File: src/rtl/viterbi_dec_k3.sv
// rtl/viterbi_dec_k3.sv - hard-decision K=3 rate-1/2 register-exchange Viterbi decoder
// Define VIT_ERR_CNT_EN to add the saturating corrected-symbol counter on err_ct_o.
module viterbi_dec_k3 #(
  parameter int TB_DEPTH = 16,
  parameter int PM_W     = 6
) (
  input  logic        clk,
  input  logic        rst,
  input  logic        enable_decoder_i,
  input  logic [1:0]  d_i,
  output logic        decoder_o,
  output logic        valid_o
`ifdef VIT_ERR_CNT_EN
  ,
  output logic [15:0] err_ct_o
`endif
);

  localparam int FILL_W = $clog2(TB_DEPTH);
  localparam logic [FILL_W-1:0] FILL_MAX = FILL_W'(TB_DEPTH - 1);

  logic [PM_W-1:0]     pm_q   [4];
  logic [PM_W-1:0]     pm_raw [4];
  logic [PM_W-1:0]     pm_d   [4];
  // The oldest bit is emitted from path_d, so only TB_DEPTH-1 bits are kept.
  logic [TB_DEPTH-2:0] path_q [4];
  logic [TB_DEPTH-1:0] path_d [4];
`ifdef VIT_ERR_CNT_EN
  logic [1:0]          wbm    [4];
`endif

  logic [FILL_W-1:0]   fill_q;
  logic                dec_q;
  logic                valid_q;
  logic                valid_d;
  logic                all_msb;
  logic                sel01;
  logic                sel23;
  logic [PM_W-1:0]     min01;
  logic [PM_W-1:0]     min23;
  logic [1:0]          best;

  for (genvar n = 0; n < 4; n++) begin : g_acs
    localparam logic       A  = (n >= 2);
    localparam logic       B  = ((n % 2) == 1);
    localparam logic [1:0] P0 = {B, 1'b0};
    localparam logic [1:0] P1 = {B, 1'b1};
    // Expected {c1,c0} leaving {B,0} and {B,1} with input A.
    localparam logic [1:0] E0 = {A ^ B, A};
    localparam logic [1:0] E1 = {A ^ B ^ 1'b1, A ^ 1'b1};

    logic [1:0]      x0;
    logic [1:0]      x1;
    logic [1:0]      bm0;
    logic [1:0]      bm1;
    logic [PM_W-1:0] cand0;
    logic [PM_W-1:0] cand1;
    logic            take1;

    assign x0    = d_i ^ E0;
    assign x1    = d_i ^ E1;
    assign bm0   = {x0[1] & x0[0], x0[1] ^ x0[0]};
    assign bm1   = {x1[1] & x1[0], x1[1] ^ x1[0]};
    assign cand0 = pm_q[P0] + {{(PM_W-2){1'b0}}, bm0};
    assign cand1 = pm_q[P1] + {{(PM_W-2){1'b0}}, bm1};
    // Strict compare: ties resolve to the predecessor with LSB 0.
    assign take1 = (cand1 < cand0);

    assign pm_raw[n] = take1 ? cand1 : cand0;
    assign path_d[n] = take1 ? {path_q[P1], A} : {path_q[P0], A};
    assign pm_d[n]   = all_msb ? {1'b0, pm_raw[n][PM_W-2:0]} : pm_raw[n];
`ifdef VIT_ERR_CNT_EN
    assign wbm[n]    = take1 ? bm1 : bm0;
`endif
  end

  assign all_msb = pm_raw[0][PM_W-1] & pm_raw[1][PM_W-1] &
                   pm_raw[2][PM_W-1] & pm_raw[3][PM_W-1];

  // Min-of-4 with ties going to the lowest state index.
  assign sel01 = (pm_d[1] < pm_d[0]);
  assign sel23 = (pm_d[3] < pm_d[2]);
  assign min01 = sel01 ? pm_d[1] : pm_d[0];
  assign min23 = sel23 ? pm_d[3] : pm_d[2];
  assign best  = (min23 < min01) ? {1'b1, sel23} : {1'b0, sel01};

  assign valid_d = enable_decoder_i && (fill_q == FILL_MAX);

  always_ff @(posedge clk or negedge rst) begin
    if (!rst) begin
      for (int i = 0; i < 4; i++) begin
        pm_q[i]   <= (i == 0) ? '0 : PM_W'(8);
        path_q[i] <= '0;
      end
      fill_q  <= '0;
      dec_q   <= 1'b0;
      valid_q <= 1'b0;
    end else begin
      valid_q <= valid_d;
      if (enable_decoder_i) begin
        for (int i = 0; i < 4; i++) begin
          pm_q[i]   <= pm_d[i];
          path_q[i] <= path_d[i][TB_DEPTH-2:0];
        end
        if (fill_q != FILL_MAX) begin
          fill_q <= fill_q + FILL_W'(1);
        end
        dec_q <= path_d[best][TB_DEPTH-1];
      end
    end
  end

  assign decoder_o = dec_q;
  assign valid_o   = valid_q;

`ifdef VIT_ERR_CNT_EN
  logic [15:0] err_ct_q;

  always_ff @(posedge clk or negedge rst) begin
    if (!rst) begin
      err_ct_q <= '0;
    end else if (enable_decoder_i && (wbm[best] != 2'd0) && (err_ct_q != 16'hFFFF)) begin
      err_ct_q <= err_ct_q + 16'd1;
    end
  end

  assign err_ct_o = err_ct_q;
`endif

endmodule

File: config.mk
export PLATFORM = sky130hd
export DESIGN_NAME = viterbi_dec_k3
export DESIGN_NICKNAME = d
export VERILOG_FILES = /design/src/rtl/viterbi_dec_k3.sv
export SDC_FILE = /design/constraint.sdc
export NUM_CORES = 1
export LEC_CHECK = 0
export ABC_CLOCK_PERIOD_IN_PS = 7800
export CAP_MARGIN = 15
export CELL_PAD_IN_SITES_DETAIL_PLACEMENT = 0
export CELL_PAD_IN_SITES_GLOBAL_PLACEMENT = 2
export CORE_MARGIN = 2
export CORE_UTILIZATION = 30
export DETAILED_ROUTE_END_ITERATION = 7
export DONT_BUFFER_PORTS = 1
export PLACE_DENSITY = 0.68
export SLEW_MARGIN = 20
export SYNTH_ARGS = -nofsm -noshare
export SYNTH_HDL_FRONTEND = slang
export SYNTH_SLANG_ARGS = --single-unit
export TNS_END_PERCENT = 30
File: constraint.sdc
create_clock -name clk -period 7.8 [get_ports clk]
set_clock_uncertainty 0.1 [all_clocks]
set_input_delay 1.17 -clock clk [delete_from_list [all_inputs] [get_ports clk]]
set_output_delay 1.17 -clock clk [all_outputs]
set_load 0.01 [all_outputs]
==> impl_results.md <==
- Final #Nets: 744
- Vias/cell: 4.97
- Ranking of synthesized cells by area: dfrtp_1 33%, ha_1 11%, mux2i_1 9.9%
- Critical-path cell with the highest stage delay: ha_1
- Worst-case reg-to-reg path depth: 27
- Post-synth EDFFs: 0
- Crit share post-route: 92.4%
- Mux share of post-synthesis cell area: 13.2%
- Later-pin clock latency in the skew report: 0.34 ns
- # port buffers: 0
- Vias in the first global route: 4,796
- Die area: 21,800 µm²
- Post-synthesis sequential area ratio: 34.5%
- H-tree depth: 3
- Fin. max-slew vios: 0
- Die X: 148 µm
- Post-synthesis adder-cell area fraction: 10.9%
- Critical Path Stages: 34
- Routed Antenna Nets: 0
- XOR/XNOR share of the synthesized area: 5.63%
- Critical Path Start: d_i[0]
- CTS sink count: 85
- Kind of cell adding the most delay to the critical path: compound AO/OA/AOI/OAI gates
- Setup tns final: 0 ns
- Mapped Cells: 688
- CP max FO: 21
- DIE HEIGHT: 148 µm
- Worst r2r dst: decoder_o$_DFFE_PN0P_
- First-pass GRT wire length: 25.1 mm
- Cell taking the most area after synthesis: dfrtp_1
- RSZ-0062 raised after global routing: false
- Synth-to-layout area growth: 11.1%
- Avg Synthesized Cell Area: 8.98 µm²
- Ys async rst share: 100%
- Initial core utilization: 30.5%
- Worst-path clk slew: 0.07 ns
- Total number of vias: 4,767
- CTS buffer count: 9
- Status: completed
- Core area: 20,200 µm²
- Pre-antenna DRT Iters: 4
- WHS: 0.366 ns
- Fillers: 2,082
- Worst path most repeated cell: ha_1
- Synthesized flop and latch total: 85
- Gr usage total: 14.5%
- Max incr delay on CP: 0.39 ns
- Final core utilization: 33.9%
- Final hold violation count: 0
- Critical Path AT: 7.31 ns
- Largest family of logic cells by synthesized area: compound AO/OA/AOI/OAI gates
- Share of the synthesized area in the top cell type: 33.2%
- Netlist cell types: 57
- Post-DP HPWL: 11.0 mm
- Io pins: 7
- Largest net degree at the start of global routing: 155
- Initial antenna violation count: 0
- Worst setup SP type: input pin
- Diodes inserted: 0
- Total congestion overflow: 0
- R2R setup slack: 1.55 ns
- Layout cells sized above 1: 10.4%
- GPL Wtd Cong: 0.811
- CP Capture Point: decoder_o$_DFFE_PN0P_
- Yosys warns: 0
- Fmax: 139 MHz
- Number of remaining DRC errors: 0
- CP Capture Type: flop
- Reg2reg start: pm_q[19]$_DFFE_PN0P_
- CTS tree: yes
- WL per Instance: 15.7 µm
- Post-synthesis compound-gate area fraction: 17.4%
- Ys flop type: dfrtp_1
- Clock root buffer: clkbuf_16
- Num rows: 52
- Synth Cell Area: 6180 µm²
- Hold-fix buffers at CTS: 0
- Slew margin rel.: 64.7%
- Final setup fails: 0
- Synth Area in Simple Gates: 13.5%
- Routed wire length: 15.1 mm
- Worst-case clock buffer depth: 2
- Worst slew pin tran: 0.525 ns
- Crit path buf inv count: 5
- Post-synthesis net count: 747
- Minimum clock period: 7.21 ns
- DR iter-0 viols: 270
- Crit path kind: in -> reg
- CP required: 7.90 ns
- Max cap viols: 0
- Worst hold path type: reg -> reg
state kept, by name, indices dropped and copies added, names as in the netlist:
| register | cells |
|---|---|
| pm_q | 24 |
| fill_q | 4 |
| path_q | 55 |
| valid_o | 1 |
| decoder_o | 1 |
cell families after synthesis:
kind of cell | after synthesis
flip-flops | 85
AND/OR/NAND/NOR | 182
XOR/XNOR | 38
adder cells (fa/ha/maj) | 54
multiplexers | 79
buffers and inverters | 77
AO/OA/AOI/OAI | 173
through the flow:
step | worst slack [ns] | cells | cell area [µm²]
2_1_floorplan | 0.703 | 688 | 6180
3_3_place_gp | 0.168 | 941 | 6520
3_5_place_dp | 0.0137 | 941 | 6520
4_1_cts | 0.348 | 956 | 6790
5_1_grt | 0.0112 | 959 | 6860
6_report | 0.593 | 959 | 6860
worst min path at each step:
stage / cells past startpoint / to / from
finish: 1 / path_q[0]$_DFFE_PN0P_ / path_q[0]$_DFFE_PN0P_
global route: 0 / path_q[39]$_DFFE_PN0P_ / rst
CTS: 1 / path_q[0]$_DFFE_PN0P_ / path_q[0]$_DFFE_PN0P_
detailed placement: 1 / path_q[0]$_DFFE_PN0P_ / path_q[0]$_DFFE_PN0P_
global placement: 1 / path_q[0]$_DFFE_PN0P_ / path_q[0]$_DFFE_PN0P_
floorplan: 1 / path_q[0]$_DFFE_PN0P_ / path_q[0]$_DFFE_PN0P_
area by class of cell:
type                       count  area [µm²]  area share [%]
inverter                      42         158            2.30
clock buffer                  10         239            3.48
multi-input combinational    526        3790            55.3
sequential                    85        2130            31.0
clock inverter                 5        35.0           0.510
timing repair buffer          21         170            2.48
tap                          270         338            4.92
layout by cell type, fill, tap and decap left out, types with 15 or more instances in the layout:
| master | count |
|---|---|
| nor2_1 | 91 |
| buf_4 | 20 |
| a21oi_1 | 90 |
| inv_1 | 42 |
| dfrtp_1 | 82 |
| nand2_1 | 32 |
| mux2i_1 | 60 |
| o21ai_0 | 20 |
| xor2_1 | 15 |
| xnor2_1 | 21 |
| ha_1 | 54 |
cell usage after synthesis, types with 3 or more instances:
library cell,n
a211o_1,3
a21boi_0,4
a21o_1,10
a21oi_1,93
a41oi_1,3
and2_1,8
and3_1,3
buf_1,3
buf_2,7
clkbuf_1,24
dfrtp_1,82
dfstp_2,3
ha_1,54
inv_1,42
mux2_1,3
mux2_2,14
mux2i_1,61
nand2_1,32
nand2b_1,6
nand3_1,11
nand3b_1,5
nand4_1,6
nand4b_1,4
nor2_1,91
nor2b_1,7
nor3_1,6
o211ai_1,3
o21a_1,3
o21ai_0,20
o221ai_1,4
o22ai_1,7
xnor2_1,21
xor2_1,15
layer usage:
metal,global-route usage [%],part of all wire [%]
met2,23.5,47
met5,0,0
met4,5.48,2.5
met3,2.44,2.3
met1,19.5,49
timing repair:
item / in CTS / in global routing
resized for setup: 0 / 9
endpoints found under the hold margin: 0 / 0
buffers inserted: 0 / 3
setup endpoints to repair: 0 / 1
Power is not shown: default switching activity piles up to over one toggle a cycle in this logic, so the estimate is an artifact.
